File: src/rtl/mem_bus_arbiter_if.sv
// Bundle of requester-side and memory-side signals shared by the arbiter and its users.
// The arbiter connects through the slave modport. Bus masters and the memory connect through the master modport.
interface mem_bus_arbiter_if #(
    parameter int N = 32'sd2
);
    logic [N-1:0]   req;
    logic [N-1:0]   req_write;
    logic [N*8-1:0] req_addr;
    logic [N*8-1:0] req_wdata;
    logic [N-1:0]   ack;
    logic [N-1:0]   gnt;
    logic [7:0]     rdata;
    logic           busy;
    logic           mem_start;
    logic           mem_write;
    logic [7:0]     mem_addr;
    logic [7:0]     mem_data_out;
    logic           mem_data_oe;
    logic [7:0]     mem_data_in;

    modport slave (
        input  req, req_write, req_addr, req_wdata, mem_data_in,
        output ack, gnt, rdata, busy, mem_start, mem_write, mem_addr, mem_data_out, mem_data_oe
    );

    modport master (
        output req, req_write, req_addr, req_wdata, mem_data_in,
        input  ack, gnt, rdata, busy, mem_start, mem_write, mem_addr, mem_data_out, mem_data_oe
    );
endinterface

File: src/rtl/mem_bus_arbiter.sv
// Round-robin arbiter that shares one strobe-driven 8-bit memory among N requesters.
// Each transaction runs setup, strobe, hold and (for reads) a read wait, then returns a single-cycle ack.
module mem_bus_arbiter #(
    parameter int N          = 32'sd2,
    parameter int STROBE_CYC = 32'sd1,
    parameter int RD_LAT     = 32'sd1
) (
    input  logic             clk_i,
    input  logic             rst_i,
    mem_bus_arbiter_if.slave bus
);
    localparam int IW   = (N > 32'sd1) ? $clog2(N) : 32'sd1;
    localparam int MAXC = (STROBE_CYC > RD_LAT) ? STROBE_CYC : RD_LAT;
    localparam int CW   = $clog2(MAXC + 32'sd1);
    localparam int DW   = 32'sd8;

    typedef enum logic [2:0] {
        S_IDLE   = 3'd0,
        S_SETUP  = 3'd1,
        S_STROBE = 3'd2,
        S_HOLD   = 3'd3,
        S_RDWAIT = 3'd4,
        S_DONE   = 3'd5
    } state_e;

    state_e        state_q, state_d;
    logic [IW-1:0] ptr_q, ptr_d;
    logic [IW-1:0] win_q, win_d;
    logic [CW-1:0] cnt_q, cnt_d;
    logic [N-1:0]  ack_q, ack_d;
    logic [N-1:0]  gnt_q, gnt_d;
    logic [7:0]    rdata_q, rdata_d;
    logic          busy_q, busy_d;
    logic          start_q, start_d;
    logic          mwr_q, mwr_d;
    logic [7:0]    maddr_q, maddr_d;
    logic [7:0]    mdout_q, mdout_d;
    logic          oe_q, oe_d;
    logic          found_s;
    logic [IW-1:0] pick_s;
    logic [IW-1:0] cand_s;

    function automatic logic [N-1:0] onehot(input logic [IW-1:0] idx);
        logic [N-1:0] v;
        v      = {N{1'b0}};
        v[idx] = 1'b1;
        return v;
    endfunction

    // Rotating priority search: walk from ptr+N-1 down to ptr so the closest requester after ptr wins.
    always_comb begin
        found_s = |bus.req;
        pick_s  = ptr_q;
        cand_s  = ptr_q;
        for (int i = N - 32'sd1; i >= 32'sd0; i--) begin
            cand_s = IW'((32'(ptr_q) + 32'(i)) % 32'(N));
            pick_s = bus.req[cand_s] ? cand_s : pick_s;
        end
    end

    // Next-state and next-output logic. Bus fields hold their last values unless a state overrides them.
    always_comb begin
        state_d = state_q;
        ptr_d   = ptr_q;
        win_d   = win_q;
        cnt_d   = cnt_q;
        ack_d   = {N{1'b0}};
        gnt_d   = gnt_q;
        busy_d  = busy_q;
        rdata_d = rdata_q;
        start_d = 1'b0;
        mwr_d   = mwr_q;
        maddr_d = maddr_q;
        mdout_d = mdout_q;
        oe_d    = oe_q;
        case (state_q)
            S_IDLE: begin
                if (found_s) begin
                    state_d = S_SETUP;
                    win_d   = pick_s;
                    gnt_d   = onehot(pick_s);
                    busy_d  = 1'b1;
                    mwr_d   = bus.req_write[pick_s];
                    maddr_d = bus.req_addr[{pick_s, 3'b000} +: DW];
                    mdout_d = bus.req_wdata[{pick_s, 3'b000} +: DW];
                    oe_d    = bus.req_write[pick_s];
                end else begin
                    gnt_d  = {N{1'b0}};
                    busy_d = 1'b0;
                    oe_d   = 1'b0;
                end
            end
            S_SETUP: begin
                state_d = S_STROBE;
                cnt_d   = {CW{1'b0}};
                start_d = 1'b1;
            end
            S_STROBE: begin
                if (cnt_q == CW'(STROBE_CYC - 32'sd1)) begin
                    state_d = S_HOLD;
                end else begin
                    cnt_d   = cnt_q + CW'(32'd1);
                    start_d = 1'b1;
                end
            end
            S_HOLD: begin
                oe_d = 1'b0;
                if (mwr_q) begin
                    state_d = S_DONE;
                    ack_d   = onehot(win_q);
                end else begin
                    state_d = S_RDWAIT;
                    cnt_d   = {CW{1'b0}};
                end
            end
            S_RDWAIT: begin
                // Read data arrives on the last wait cycle and is captured so it is valid with ack.
                if (cnt_q == CW'(RD_LAT - 32'sd1)) begin
                    state_d = S_DONE;
                    rdata_d = bus.mem_data_in;
                    ack_d   = onehot(win_q);
                end else begin
                    cnt_d = cnt_q + CW'(32'd1);
                end
            end
            S_DONE: begin
                state_d = S_IDLE;
                ptr_d   = IW'((32'(win_q) + 32'd1) % 32'(N));
                gnt_d   = {N{1'b0}};
                busy_d  = 1'b0;
                oe_d    = 1'b0;
            end
            default: begin
                state_d = S_IDLE;
                gnt_d   = {N{1'b0}};
                busy_d  = 1'b0;
                oe_d    = 1'b0;
            end
        endcase
    end

    // State, pointer and registered outputs, cleared by synchronous reset.
    always_ff @(posedge clk_i) begin
        if (rst_i) begin
            state_q <= S_IDLE;
            ptr_q   <= {IW{1'b0}};
            win_q   <= {IW{1'b0}};
            cnt_q   <= {CW{1'b0}};
            ack_q   <= {N{1'b0}};
            gnt_q   <= {N{1'b0}};
            rdata_q <= 8'h00;
            busy_q  <= 1'b0;
            start_q <= 1'b0;
            mwr_q   <= 1'b0;
            maddr_q <= 8'h00;
            mdout_q <= 8'h00;
            oe_q    <= 1'b0;
        end else begin
            state_q <= state_d;
            ptr_q   <= ptr_d;
            win_q   <= win_d;
            cnt_q   <= cnt_d;
            ack_q   <= ack_d;
            gnt_q   <= gnt_d;
            rdata_q <= rdata_d;
            busy_q  <= busy_d;
            start_q <= start_d;
            mwr_q   <= mwr_d;
            maddr_q <= maddr_d;
            mdout_q <= mdout_d;
            oe_q    <= oe_d;
        end
    end

    assign bus.ack          = ack_q;
    assign bus.gnt          = gnt_q;
    assign bus.rdata        = rdata_q;
    assign bus.busy         = busy_q;
    assign bus.mem_start    = start_q;
    assign bus.mem_write    = mwr_q;
    assign bus.mem_addr     = maddr_q;
    assign bus.mem_data_out = mdout_q;
    assign bus.mem_data_oe  = oe_q;
endmodule

File: src/flat_wrapper.sv
// flat-port wrapper written by rule: the top's interface ports become plain ports
module mem_bus_arbiter_flat 
#(
    parameter int N          = 32'sd2,
    parameter int STROBE_CYC = 32'sd1,
    parameter int RD_LAT     = 32'sd1
)
  (clk_i, rst_i, bus_req, bus_req_write, bus_req_addr, bus_req_wdata, bus_mem_data_in, bus_ack, bus_gnt, bus_rdata, bus_busy, bus_mem_start, bus_mem_write, bus_mem_addr, bus_mem_data_out, bus_mem_data_oe);
  mem_bus_arbiter_if #(.N(N)) bus_i ();
  input  logic clk_i;
  input  logic rst_i;
  input wire logic [$bits(bus_i.req)-1:0] bus_req;
  input wire logic [$bits(bus_i.req_write)-1:0] bus_req_write;
  input wire logic [$bits(bus_i.req_addr)-1:0] bus_req_addr;
  input wire logic [$bits(bus_i.req_wdata)-1:0] bus_req_wdata;
  input wire logic [$bits(bus_i.mem_data_in)-1:0] bus_mem_data_in;
  output wire logic [$bits(bus_i.ack)-1:0] bus_ack;
  output wire logic [$bits(bus_i.gnt)-1:0] bus_gnt;
  output wire logic [$bits(bus_i.rdata)-1:0] bus_rdata;
  output wire logic [$bits(bus_i.busy)-1:0] bus_busy;
  output wire logic [$bits(bus_i.mem_start)-1:0] bus_mem_start;
  output wire logic [$bits(bus_i.mem_write)-1:0] bus_mem_write;
  output wire logic [$bits(bus_i.mem_addr)-1:0] bus_mem_addr;
  output wire logic [$bits(bus_i.mem_data_out)-1:0] bus_mem_data_out;
  output wire logic [$bits(bus_i.mem_data_oe)-1:0] bus_mem_data_oe;
  assign bus_i.req = bus_req;
  assign bus_i.req_write = bus_req_write;
  assign bus_i.req_addr = bus_req_addr;
  assign bus_i.req_wdata = bus_req_wdata;
  assign bus_i.mem_data_in = bus_mem_data_in;
  assign bus_ack = bus_i.ack;
  assign bus_gnt = bus_i.gnt;
  assign bus_rdata = bus_i.rdata;
  assign bus_busy = bus_i.busy;
  assign bus_mem_start = bus_i.mem_start;
  assign bus_mem_write = bus_i.mem_write;
  assign bus_mem_addr = bus_i.mem_addr;
  assign bus_mem_data_out = bus_i.mem_data_out;
  assign bus_mem_data_oe = bus_i.mem_data_oe;
  mem_bus_arbiter #(.N(N), .STROBE_CYC(STROBE_CYC), .RD_LAT(RD_LAT)) u_core (.clk_i(clk_i), .rst_i(rst_i), .bus(bus_i));
endmodule
File: config.mk
export PLATFORM = sky130hd
export DESIGN_NAME = mem_bus_arbiter_flat
export DESIGN_NICKNAME = d
export VERILOG_FILES = /design/src/rtl/mem_bus_arbiter_if.sv /design/src/rtl/mem_bus_arbiter.sv /design/src/flat_wrapper.sv
export SDC_FILE = /design/constraint.sdc
export NUM_CORES = 1
export LEC_CHECK = 0
export CAP_MARGIN = 10
export CORE_MARGIN = 10
export CORE_UTILIZATION = 65
export CTS_BUF_LIST = sky130_fd_sc_hd__clkbuf_8
export CTS_CLUSTER_SIZE = 28
export DETAILED_ROUTE_END_ITERATION = 7
export DONT_BUFFER_PORTS = 1
export PLACE_DENSITY = 0.8
export SYNTH_ARGS = -nofsm -noshare
export SYNTH_HDL_FRONTEND = slang
export SYNTH_SLANG_ARGS = --single-unit
File: constraint.sdc
create_clock -name clk_i -period 1.65 [get_ports clk_i]
set_clock_uncertainty 0.2 [all_clocks]
set_input_delay 0.165 -clock clk_i [delete_from_list [all_inputs] [get_ports clk_i]]
set_output_delay 0.165 -clock clk_i [all_outputs]
set_load 0.005 [all_outputs]
==> metrics.yaml <==
clock_network:
  root_buffer: "clkbuf_8"
  ctsLongestPathBuffers: 2
  clock_sinks: 37
  clk_pin_slew_worst_paths_ns: 0.07
  numCtsBuffers: 5
  clkLatencyLatePin_ns: 0.29
  cts_tree: "done"
  htree_levels: 2
power:
  finalPower_mw: 2.299
  power_density_nw_per_um2: 1031
  power.leakage_nw: 0.8557
  peakVddDrop_mv: 0.8224
sta:
  period_share: 1.013
  tightest_slew_ns: 0.4307
  setup-violations-final: 2
  holdWs_ns: 0.06330
  hold_violations: 0
  slew-limit-headroom: 0.7055
  setup_tns_ns: -0.02624
  period_minus_slack_ns: 1.671
  maxSlewViolCount: 0
  worst_slack_ns: -0.02069
  fmax_ghz: 0.5986
detailed_routing:
  dr_wl_met3_um: 878
  routedWlPerCell_um: 25.11
  wl_met1_mm: 2.173
  via_per_inst: 6.749
  drc: 0
  vias: 1775
  postRouteAntennaNets: 0
  drt-initial-drc-count: 217
  highest_layer: "met4"
  dr.pass1.iters: 5
  drt_wl_total_mm: 6.604
  wl_met2_mm: 3.112
setup_path:
  critPathArrivalTime_ns: 1.63
  worstPathCellList: "buf_4 > and3b_1 > nor2_1 > a211oi_1"
  slowest_delay_ns: 0.40
  endpoint_kind: "flop"
  critPathMaxFanout: 10
  crit_path_start_kind: "flop"
  cp_slowest_cell: "dfxtp_1"
  reg2reg_from: "u_core.state_q[2]"
  crit_type: "reg -> reg"
  startpoint: "u_core.state_q[2]"
  crit_required_ns: 1.61
logic_synthesis:
  ys_async_sr_fraction: 0
  synth_area_um2: 1644
  syn_avg_cell_area_um2: 8.839
  synth_top_area_frac: 0.4505
  syn_inst: 186
  yosysTopAreaCell: "dfxtp_1"
  synth_area_leaders: "dfxtp_1 (45%), nand2_1 (12%), a311oi_2 (11%), a21oi_1 (4.9%), nor2_1 (4.3%)"
  syn_nets: 232
  ys_seq_area_frac: 0.4505
  yosys_register_bits: 37
  synth-main-ff-cell: "dfxtp_1"
  synth_enable_flop_cells: 0
  ys_warn_count: 0
  synth_cell_type_count: 33
job:
  cap_violations: 0
die:
  fp.dieArea_um2: 4941
  die_h_um: 70.29
  rows: 18
  coreArea_um2: 2455
  start_util: 0.6697
  dieWidth_um: 70.29
  ios: 78
cells_and_area:
  drive_above_1_share: 0.1588
  antenna_cells: 0
  area_growth_pct: 35.69
  fillers: 86
  nets: 278
  seqCellArea_um2: 740.7
  design_area_um2: 2231
  fin_util: 0.9088
  fin_cells: 263
  multiInputGateArea_um2: 808.3
global_route:
  grt_antenna_before_repair: 0
  grtUsageTotal: 0.2155
  grt_pass1_vias: 1657
  grt_max_degree: 37
  grt-ovfl-total: 0
  grt_pass1_wl_mm: 8.721
placement:
  dp_hpwl_mm: 3.038
  postPlaceCellArea_um2: 1645
  dp_cells: 209
  portBuffers: 0
  dpl_worst_slack_ns: 0.06053
  gp_routability_congestion: 0.7770
worst_hold_path:
  hp-start: "bus_req[1]"
  min_path_type: "in -> reg"
outcome:
  violations: "negative setup slack"
  status: "finished, violations left"
-- logic make-up after synthesis --
group,synth area share
flip-flops,0.4505
XOR/XNOR,0.01066
AO/OA/AOI/OAI,0.2382
buffers and inverters,0.06848
AND/OR/NAND/NOR,0.2321
-- worst max-delay path: cells and delay by family (launching register included) --
kind	cells	cell delay (ns)
buf+inv	1	0.20
compound gates	1	0.39
simple gates	2	0.34
flops	1	0.40
-- cell type report --
class | count | area share
Multi-Input combinational cell | 133 | 0.3623
Timing Repair Buffer | 54 | 0.2501
Sequential cell | 37 | 0.3320
Tap cell | 30 | 0.01683
Clock buffer | 5 | 0.03085
Inverter | 1 | 0.001683
Clock inverter | 3 | 0.006169
-- report_power, final --
| group | switching, mW | total, mW | internal, mW |
|---|---|---|---|
| Sequential | 0.111 | 1.10 | 0.990 |
| Combinational | 0.317 | 0.594 | 0.277 |
| Clock | 0.318 | 0.604 | 0.286 |
-- worst paths after layout --
check                           endpoint  cells after the start  slack [ns]
setup reg to reg            u_core.ptr_q                      4       -0.02
setup / recovery            u_core.ptr_q                      4       -0.02
hold reg to reg   u_core.bus.mem_data_oe                      2        0.29
hold / removal    u_core.bus.mem_data_oe                      3        0.06
-- state kept, by name (all words and copies together), names as in the netlist, 2 cells and up --
name	flops
u_core.state_q	3
u_core.bus.ack	2
u_core.bus.rdata	8
u_core.bus.gnt	2
u_core.bus.mem_data_out	8
u_core.bus.mem_addr	8
-- synthesized netlist by cell type, types with 2 or more instances --
cell type	instances
buf_6	5
nand2b_1	2
buf_2	3
a21oi_1	16
nor2_1	19
dfxtp_1	37
nand2_1	54
a311oi_2	12
nor2b_1	2
and2_1	2
xnor2_1	2
a21o_1	2
a311oi_1	4
clkbuf_1	4
a21boi_0	2
buf_4	3
-- cell usage in the layout, fill, tap and decap left out --
cell	netlist	final
nand2_1	54	54
dlygate4sd3_1	0	44
dfxtp_1	37	37
nor2_1	19	19
a21oi_1	16	16
a311oi_2	12	12
buf_4	3	7
clkbuf_8	0	5
a311oi_1	4	4
a21o_1	2	2
nor2b_1	2	2
nand2b_1	2	2
xnor2_1	2	2
a21boi_0	2	2
inv_1	1	2
clkinv_2	0	2
buf_12	0	2
nor3_4	0	1
o21a_4	0	1
nand2b_2	1	1
and2b_4	1	1
a21oi_4	1	1
or3b_4	0	1
nand3_1	1	1
and2_1	2	1
nor3_1	1	1
o211ai_2	1	1
o21ai_0	1	1
nor3b_1	1	1
nor4_1	1	1
a2111oi_0	1	1
and2_2	0	1
a221oi_1	1	1
and3b_1	1	1
a211oi_1	1	1
clkbuf_16	0	1
-- metal layers --
metal,GRT usage,vias up
met1,0.2139,831
met2,0.3762,164
met3,0.09746,51
met4,0.09211,0
li1,-,729
met5,0,-
-- repair_timing --
action / 4_1_cts / 5_1_grt
hold buffers: 45 / 0
setup endpoints to repair: 0 / 19
resized for setup: 0 / 5
setup buffers: 0 / 0
endpoints found under the hold margin: 37 / 0
Power figures use the tool's default switching activity.
